File: src/rtl/pc_sequencer_if.sv
// Fetch-control bundle between the pipeline control logic and the PC sequencer.
// The master side owns the PC; the slave side supplies the redirect and hold requests.
interface pc_sequencer_if;
    logic        stall;
    logic        imem_ready;
    logic        branch_taken;
    logic [31:0] branch_target;
    logic        jump;
    logic [31:0] jump_target;
    logic        exception;
    logic        eret;
    logic [31:0] pc;
    logic [31:0] pc_plus4;
    logic        fetch_valid;
    logic        flush;
    logic [31:0] epc;
    logic [1:0]  cause;

    modport master (
        input  stall, imem_ready, branch_taken, branch_target,
               jump, jump_target, exception, eret,
        output pc, pc_plus4, fetch_valid, flush, epc, cause
    );

    modport slave (
        output stall, imem_ready, branch_taken, branch_target,
               jump, jump_target, exception, eret,
        input  pc, pc_plus4, fetch_valid, flush, epc, cause
    );
endinterface

File: src/rtl/pc_sequencer.sv
// Fetch PC owner: picks trap/eret/jump/branch/hold/sequential next PC, traps on fetch timeout.
// Latency: redirects appear on pc (with a flush pulse) one cycle after they are accepted.
// Backpressure: stall or imem_ready low holds pc; stall defers jump/branch but never exception/eret.
module pc_sequencer #(
    parameter logic [31:0] RESET_VECTOR = 32'h0000_0000,
    parameter logic [31:0] EXC_VECTOR   = 32'h0000_0180,
    parameter int          MEM_TIMEOUT  = 16
) (
    input  logic           clk,
    input  logic           rst,
    pc_sequencer_if.master sq
);
    typedef enum logic [1:0] {BOOT, RUN, TRAP} state_t;

    localparam logic [7:0] CNT_LAST = 8'(MEM_TIMEOUT - 1);

    state_t      state, state_nxt;
    logic [31:0] pc_q, pc_nxt;
    logic [31:0] epc_q, epc_nxt;
    logic [1:0]  cause_q, cause_nxt;
    logic        flush_q, flush_nxt;
    logic [7:0]  cnt_q, cnt_nxt;
    logic        expire;

    assign sq.pc          = pc_q;
    assign sq.pc_plus4    = pc_q + 32'd4;
    assign sq.epc         = epc_q;
    assign sq.cause       = cause_q;
    assign sq.flush       = flush_q;
    assign sq.fetch_valid = (state == RUN) && sq.imem_ready && !sq.stall;

    assign expire = (cnt_q == CNT_LAST) && !sq.imem_ready;

    always_ff @(posedge clk) begin
        if (rst) begin
            state   <= BOOT;
            pc_q    <= RESET_VECTOR;
            epc_q   <= 32'd0;
            cause_q <= 2'b00;
            flush_q <= 1'b0;
            cnt_q   <= 8'd0;
        end else begin
            state   <= state_nxt;
            pc_q    <= pc_nxt;
            epc_q   <= epc_nxt;
            cause_q <= cause_nxt;
            flush_q <= flush_nxt;
            cnt_q   <= cnt_nxt;
        end
    end

    always_comb begin
        state_nxt = state;
        pc_nxt    = pc_q;
        epc_nxt   = epc_q;
        cause_nxt = cause_q;
        flush_nxt = 1'b0;
        cnt_nxt   = 8'd0;
        case (state)
            BOOT: state_nxt = RUN;
            // TRAP ignores every request, including a second exception or eret.
            TRAP: begin
                state_nxt = RUN;
                pc_nxt    = EXC_VECTOR;
            end
            RUN: begin
                if (sq.exception || expire) begin
                    epc_nxt   = pc_q;
                    cause_nxt = sq.exception ? 2'b01 : 2'b10;
                    pc_nxt    = EXC_VECTOR;
                    state_nxt = TRAP;
                    flush_nxt = 1'b1;
                end else if (sq.eret) begin
                    pc_nxt    = epc_q;
                    cause_nxt = 2'b00;
                    flush_nxt = 1'b1;
                end else if (sq.jump && !sq.stall) begin
                    pc_nxt    = {sq.jump_target[31:2], 2'b00};
                    flush_nxt = 1'b1;
                end else if (sq.branch_taken && !sq.stall) begin
                    pc_nxt    = {sq.branch_target[31:2], 2'b00};
                    flush_nxt = 1'b1;
                end else if (sq.stall || !sq.imem_ready) begin
                    // Only a missing instruction counts toward the timeout, not a hazard hold.
                    cnt_nxt = sq.imem_ready ? 8'd0 : cnt_q + 8'd1;
                end else begin
                    pc_nxt = pc_q + 32'd4;
                end
            end
            default: state_nxt = BOOT;
        endcase
    end
endmodule

File: src/flat_wrapper.sv
// flat-port wrapper written by rule: the top's interface ports become plain ports
module pc_sequencer_flat 
#(
    parameter logic [31:0] RESET_VECTOR = 32'h0000_0000,
    parameter logic [31:0] EXC_VECTOR   = 32'h0000_0180,
    parameter int          MEM_TIMEOUT  = 16
)
  (clk, rst, sq_stall, sq_imem_ready, sq_branch_taken, sq_branch_target, sq_jump, sq_jump_target, sq_exception, sq_eret, sq_pc, sq_pc_plus4, sq_fetch_valid, sq_flush, sq_epc, sq_cause);
  pc_sequencer_if sq_i ();
  input  logic clk;
  input  logic rst;
  input wire logic [$bits(sq_i.stall)-1:0] sq_stall;
  input wire logic [$bits(sq_i.imem_ready)-1:0] sq_imem_ready;
  input wire logic [$bits(sq_i.branch_taken)-1:0] sq_branch_taken;
  input wire logic [$bits(sq_i.branch_target)-1:0] sq_branch_target;
  input wire logic [$bits(sq_i.jump)-1:0] sq_jump;
  input wire logic [$bits(sq_i.jump_target)-1:0] sq_jump_target;
  input wire logic [$bits(sq_i.exception)-1:0] sq_exception;
  input wire logic [$bits(sq_i.eret)-1:0] sq_eret;
  output wire logic [$bits(sq_i.pc)-1:0] sq_pc;
  output wire logic [$bits(sq_i.pc_plus4)-1:0] sq_pc_plus4;
  output wire logic [$bits(sq_i.fetch_valid)-1:0] sq_fetch_valid;
  output wire logic [$bits(sq_i.flush)-1:0] sq_flush;
  output wire logic [$bits(sq_i.epc)-1:0] sq_epc;
  output wire logic [$bits(sq_i.cause)-1:0] sq_cause;
  assign sq_i.stall = sq_stall;
  assign sq_i.imem_ready = sq_imem_ready;
  assign sq_i.branch_taken = sq_branch_taken;
  assign sq_i.branch_target = sq_branch_target;
  assign sq_i.jump = sq_jump;
  assign sq_i.jump_target = sq_jump_target;
  assign sq_i.exception = sq_exception;
  assign sq_i.eret = sq_eret;
  assign sq_pc = sq_i.pc;
  assign sq_pc_plus4 = sq_i.pc_plus4;
  assign sq_fetch_valid = sq_i.fetch_valid;
  assign sq_flush = sq_i.flush;
  assign sq_epc = sq_i.epc;
  assign sq_cause = sq_i.cause;
  pc_sequencer #(.RESET_VECTOR(RESET_VECTOR), .EXC_VECTOR(EXC_VECTOR), .MEM_TIMEOUT(MEM_TIMEOUT)) u_core (.clk(clk), .rst(rst), .sq(sq_i));
endmodule
File: config.mk
export PLATFORM = sky130hd
export DESIGN_NAME = pc_sequencer_flat
export DESIGN_NICKNAME = d
export VERILOG_FILES = /design/src/rtl/pc_sequencer_if.sv /design/src/rtl/pc_sequencer.sv /design/src/flat_wrapper.sv
export SDC_FILE = /design/constraint.sdc
export NUM_CORES = 1
export LEC_CHECK = 0
export ABC_AREA = 1
export CORE_ASPECT_RATIO = 1.25
export CORE_UTILIZATION = 50
export CTS_CLUSTER_SIZE = 8
export DETAILED_ROUTE_END_ITERATION = 8
export PLACE_DENSITY = 0.92
export SYNTH_ARGS = -nofsm -noshare
export SYNTH_HDL_FRONTEND = slang
export SYNTH_SLANG_ARGS = --single-unit
File: constraint.sdc
create_clock -name clk -period 2.8 [get_ports clk]
set_input_delay 0.56 -clock clk [delete_from_list [all_inputs] [get_ports clk]]
set_output_delay 0.56 -clock clk [all_outputs]
set_load 0.01 [all_outputs]
==> impl_metrics.toml <==
[sta]
finalHoldViolations = 0
slew_viol_final = 0
period_share_pct = 98.2
rsz0062_at_grt = "false"
period_minus_slack_ps = 2750
setup_violations = 0
fmax_ghz = 0.364
final.setup.tns_ps = 0
tightestPinTransition_ps = 514
skew_ps = 6.38
timing.slew.headroom_pct = 65.7
hold_ws_ps = 454

[detailed_routing]
routed_wirelength_mm = 16.7
drcViolationCount = 0
routedWlPerCell_um = 14.9
dr.pass1.iters = 7
vias_per_cell = 5.28
drt_iter0_markers = 411
vias = 5934
ant_nets = 0

[die]
initial_utilization_pct = 52.3
ios = 172
rows = 40
die_y_um = 115
fp.dieW_um = 92.4
die_area_um2 = 10600
core-area_um2 = 9760

[global_route]
use_met1_pct = 37.5
grt_pass1_vias = 5658
grt_antenna_before_repair = 0
overflow = 0
grt_max_degree = 56
grt-busiest-layer = "met2"
use_met2_pct = 55.7
grt_pass1_wl_mm = 26.8
grtUsageTotal_pct = 32.0
grt_util_met3_pct = 6.08

[synth]
syn_avg_cell_area_um2 = 6.11
synth_edf_count = 0
synthArstFlopShare_pct = 0
synth_area_leaders = "dfxtp_1 30%, nand2_1 19%, nor2_1 7.5%, inv_1 7.2%, o21ai_0 6.9%"
seq_area_frac_synth_pct = 30.2
synth-warning-count = 0
yosysTopAreaCell = "dfxtp_1"
synth_top_cell_area_share_pct = 30.2
synth_seq_cells = 77
synth_flop_cell = "dfxtp_1"
synth_nets = 912
synth.distinct_cells = 41
syn-cell-area_um2 = 5100
syn_inst = 835

[layout]
final_area_um2 = 7280
drive_gt1_share_pct = 13.3
nFillCells = 772
syn2layout_area_growth_pct = 42.7
antenna_cells = 0
final_util_pct = 74.6
nNetsFinal = 1069

[place]
dpl.hpwl_mm = 11.3
place_area_um2 = 6860
io_buffers = 167
gp_congestion = 0.910

[power_and_ir_drop]
power_density_nw_per_um2 = 433
power.total_w = 0.00315
ir_drop_mv = 0.313
power.leakage_nw = 3.26

[hold_path]
min_path_cells = 1
min_path_type = "flip-flop to flip-flop"
hold_start = "u_core.cnt_q[0]"
holdPathEnd = "u_core.cnt_q[0]"

[cts]
cts_buffers = 9
postCtsHoldBufs = 0
cts_num_sinks = 77
cts.clk_slew.worst_paths_ps = 60
cts_tree = "done"
clkLatencyLatePin_ps = 350
root_buffer = "clkbuf_16"
htree_levels = 3
clockBufferDepth = 2

[critical_path]
max_stage_delay_ps = 550
reg2reg_depth = 8
crit_fanout = 6
path_cells = "ha_4 -> nand2_1 -> nor2_4 -> nand2_2 -> nor2_4 -> nand3_1 -> nand2_1 -> clkdlybuf4s50_1"
rr_startpoint = "u_core.cnt_q[0]"
rr_endpoint = "u_core.sq.epc[12]"
worstSetupEndpointType = "output port"
crit_type = "flip-flop to output port"
required_ps = 2240
startpoint = "u_core.sq.pc[2]"
worst_setup_path_start_kind = "flip-flop"
crit_arrival_ps = 2190
slowest_stage = "clkdlybuf4s50_1"
r2r_setup_slack_ps = 840

[flow_run]
drv_cap = 0

[status]
status = "finished, final reports clean"
-- repair_timing --
item                                    CTS  global route
endpoints found under the setup margin   13            20
buffers inserted                          2             1
endpoints found under the hold margin     0             0
resized for setup                        12            28
pin swaps                                 4             6
-- cell families (layout without fill, tap and decap cells) --
| family | count (synthesis) | count (layout) | synth area share (%) |
|---|---|---|---|
| flops | 77 | 77 | 30.2 |
| buf+inv | 143 | 305 | 11.5 |
| fa+ha+maj | 5 | 5 | 1.23 |
| simple gates | 466 | 466 | 40.7 |
| xor+xnor | 10 | 10 | 1.72 |
| compound gates | 134 | 134 | 14.6 |
-- flip-flops by register name, indices dropped and copies added (netlist names) --
signal           count
u_core.sq.epc       32
u_core.sq.pc        32
u_core.cnt_q         8
u_core.sq.cause      2
u_core.state         2
u_core.sq.flush      1
-- stage by stage --
stage | instances | worst slack [ps]
3_3_place_gp | 1104 | 261
2_1_floorplan | 835 | 889
3_5_place_dp | 1104 | 189
5_1_grt | 1123 | 6.51
4_1_cts | 1122 | 0.370
6_report | 1123 | 49.3
-- final cells by class --
| class | instances | area [µm²] | area share [%] |
|---|---|---|---|
| timing repair buffer | 184 | 1820 | 25.0 |
| sequential | 77 | 1570 | 21.6 |
| multi-input combinational | 615 | 3030 | 41.5 |
| inverter | 105 | 398 | 5.46 |
| clock inverter | 4 | 45.0 | 0.618 |
| tap | 126 | 158 | 2.16 |
| clock buffer | 12 | 267 | 3.66 |
-- worst max-delay path, delay by kind of cell (launching register included) --
family,cells,cell delay [ps]
adders and majority gates,1,160
buffers and inverters,1,550
DFF,1,390
and+or+nand+nor,6,750
-- metal layers --
metal / vias to the layer above / part of all wire [%]
met4: 0 / 3.8
met3: 44 / 6.8
met2: 267 / 50
met5: - / 0
li1: 2915 / -
met1: 2708 / 40
-- power by group --
| part | leakage (nW) | internal (W) | switching (W) |
|---|---|---|---|
| combinational | 2.47 | 0.000333 | 0.000367 |
| sequential | 0.636 | 0.00116 | 0.0000611 |
| clock | 0.158 | 0.000759 | 0.000473 |
-- how the worst max path moves through the flow --
stage | endpoint | slack (ps)
2_1_floorplan | sq_pc_plus4[22] | 890
3_3_place_gp | sq_pc_plus4[22] | 260
3_5_place_dp | sq_pc_plus4[24] | 190
4_1_cts | sq_pc_plus4[31] | 0.4
5_1_grt | sq_pc_plus4[25] | 7
6_report | sq_pc_plus4[24] | 50
-- Yosys cell counts, types with 2 or more instances --
library cell / instances
a21oi_1: 41
a21oi_2: 13
a31oi_1: 2
buf_1: 2
buf_2: 9
buf_4: 4
buf_6: 3
clkbuf_1: 20
clkinv_1: 2
dfxtp_1: 77
ha_1: 5
inv_1: 98
inv_2: 3
nand2_1: 259
nand2_2: 9
nand2_4: 3
nand3_1: 44
nand3_2: 5
nand3b_1: 2
nand4_1: 2
nor2_1: 102
nor2_2: 9
nor2_4: 11
o21ai_0: 70
o21bai_1: 3
or2_2: 14
xnor2_1: 4
xor2_1: 6
-- cells in the final DEF (no fill, tap or decap), types with 2 or more instances in the layout --
cell,n
or2_2,14
ha_1,4
nand2_2,11
nand2_4,4
clkbuf_8,3
nand3_1,44
a21oi_1,41
clkinv_1,2
a31oi_1,2
dlymetal6s2s_1,4
buf_4,16
clkdlybuf4s50_1,162
dfxtp_1,57
nand4_1,2
inv_2,3
nand3_2,5
o21ai_0,70
xnor2_1,4
nand2_1,256
nand3b_1,2
inv_1,98
xor2_1,6
a21oi_2,13
clkbuf_16,9
nor2_1,99
nor2_2,8
clkinv_2,4
nor2_4,15
dfxtp_4,2
o21bai_1,3
dfxtp_2,18
No activity file was read; power rests on OpenSTA's default activity.
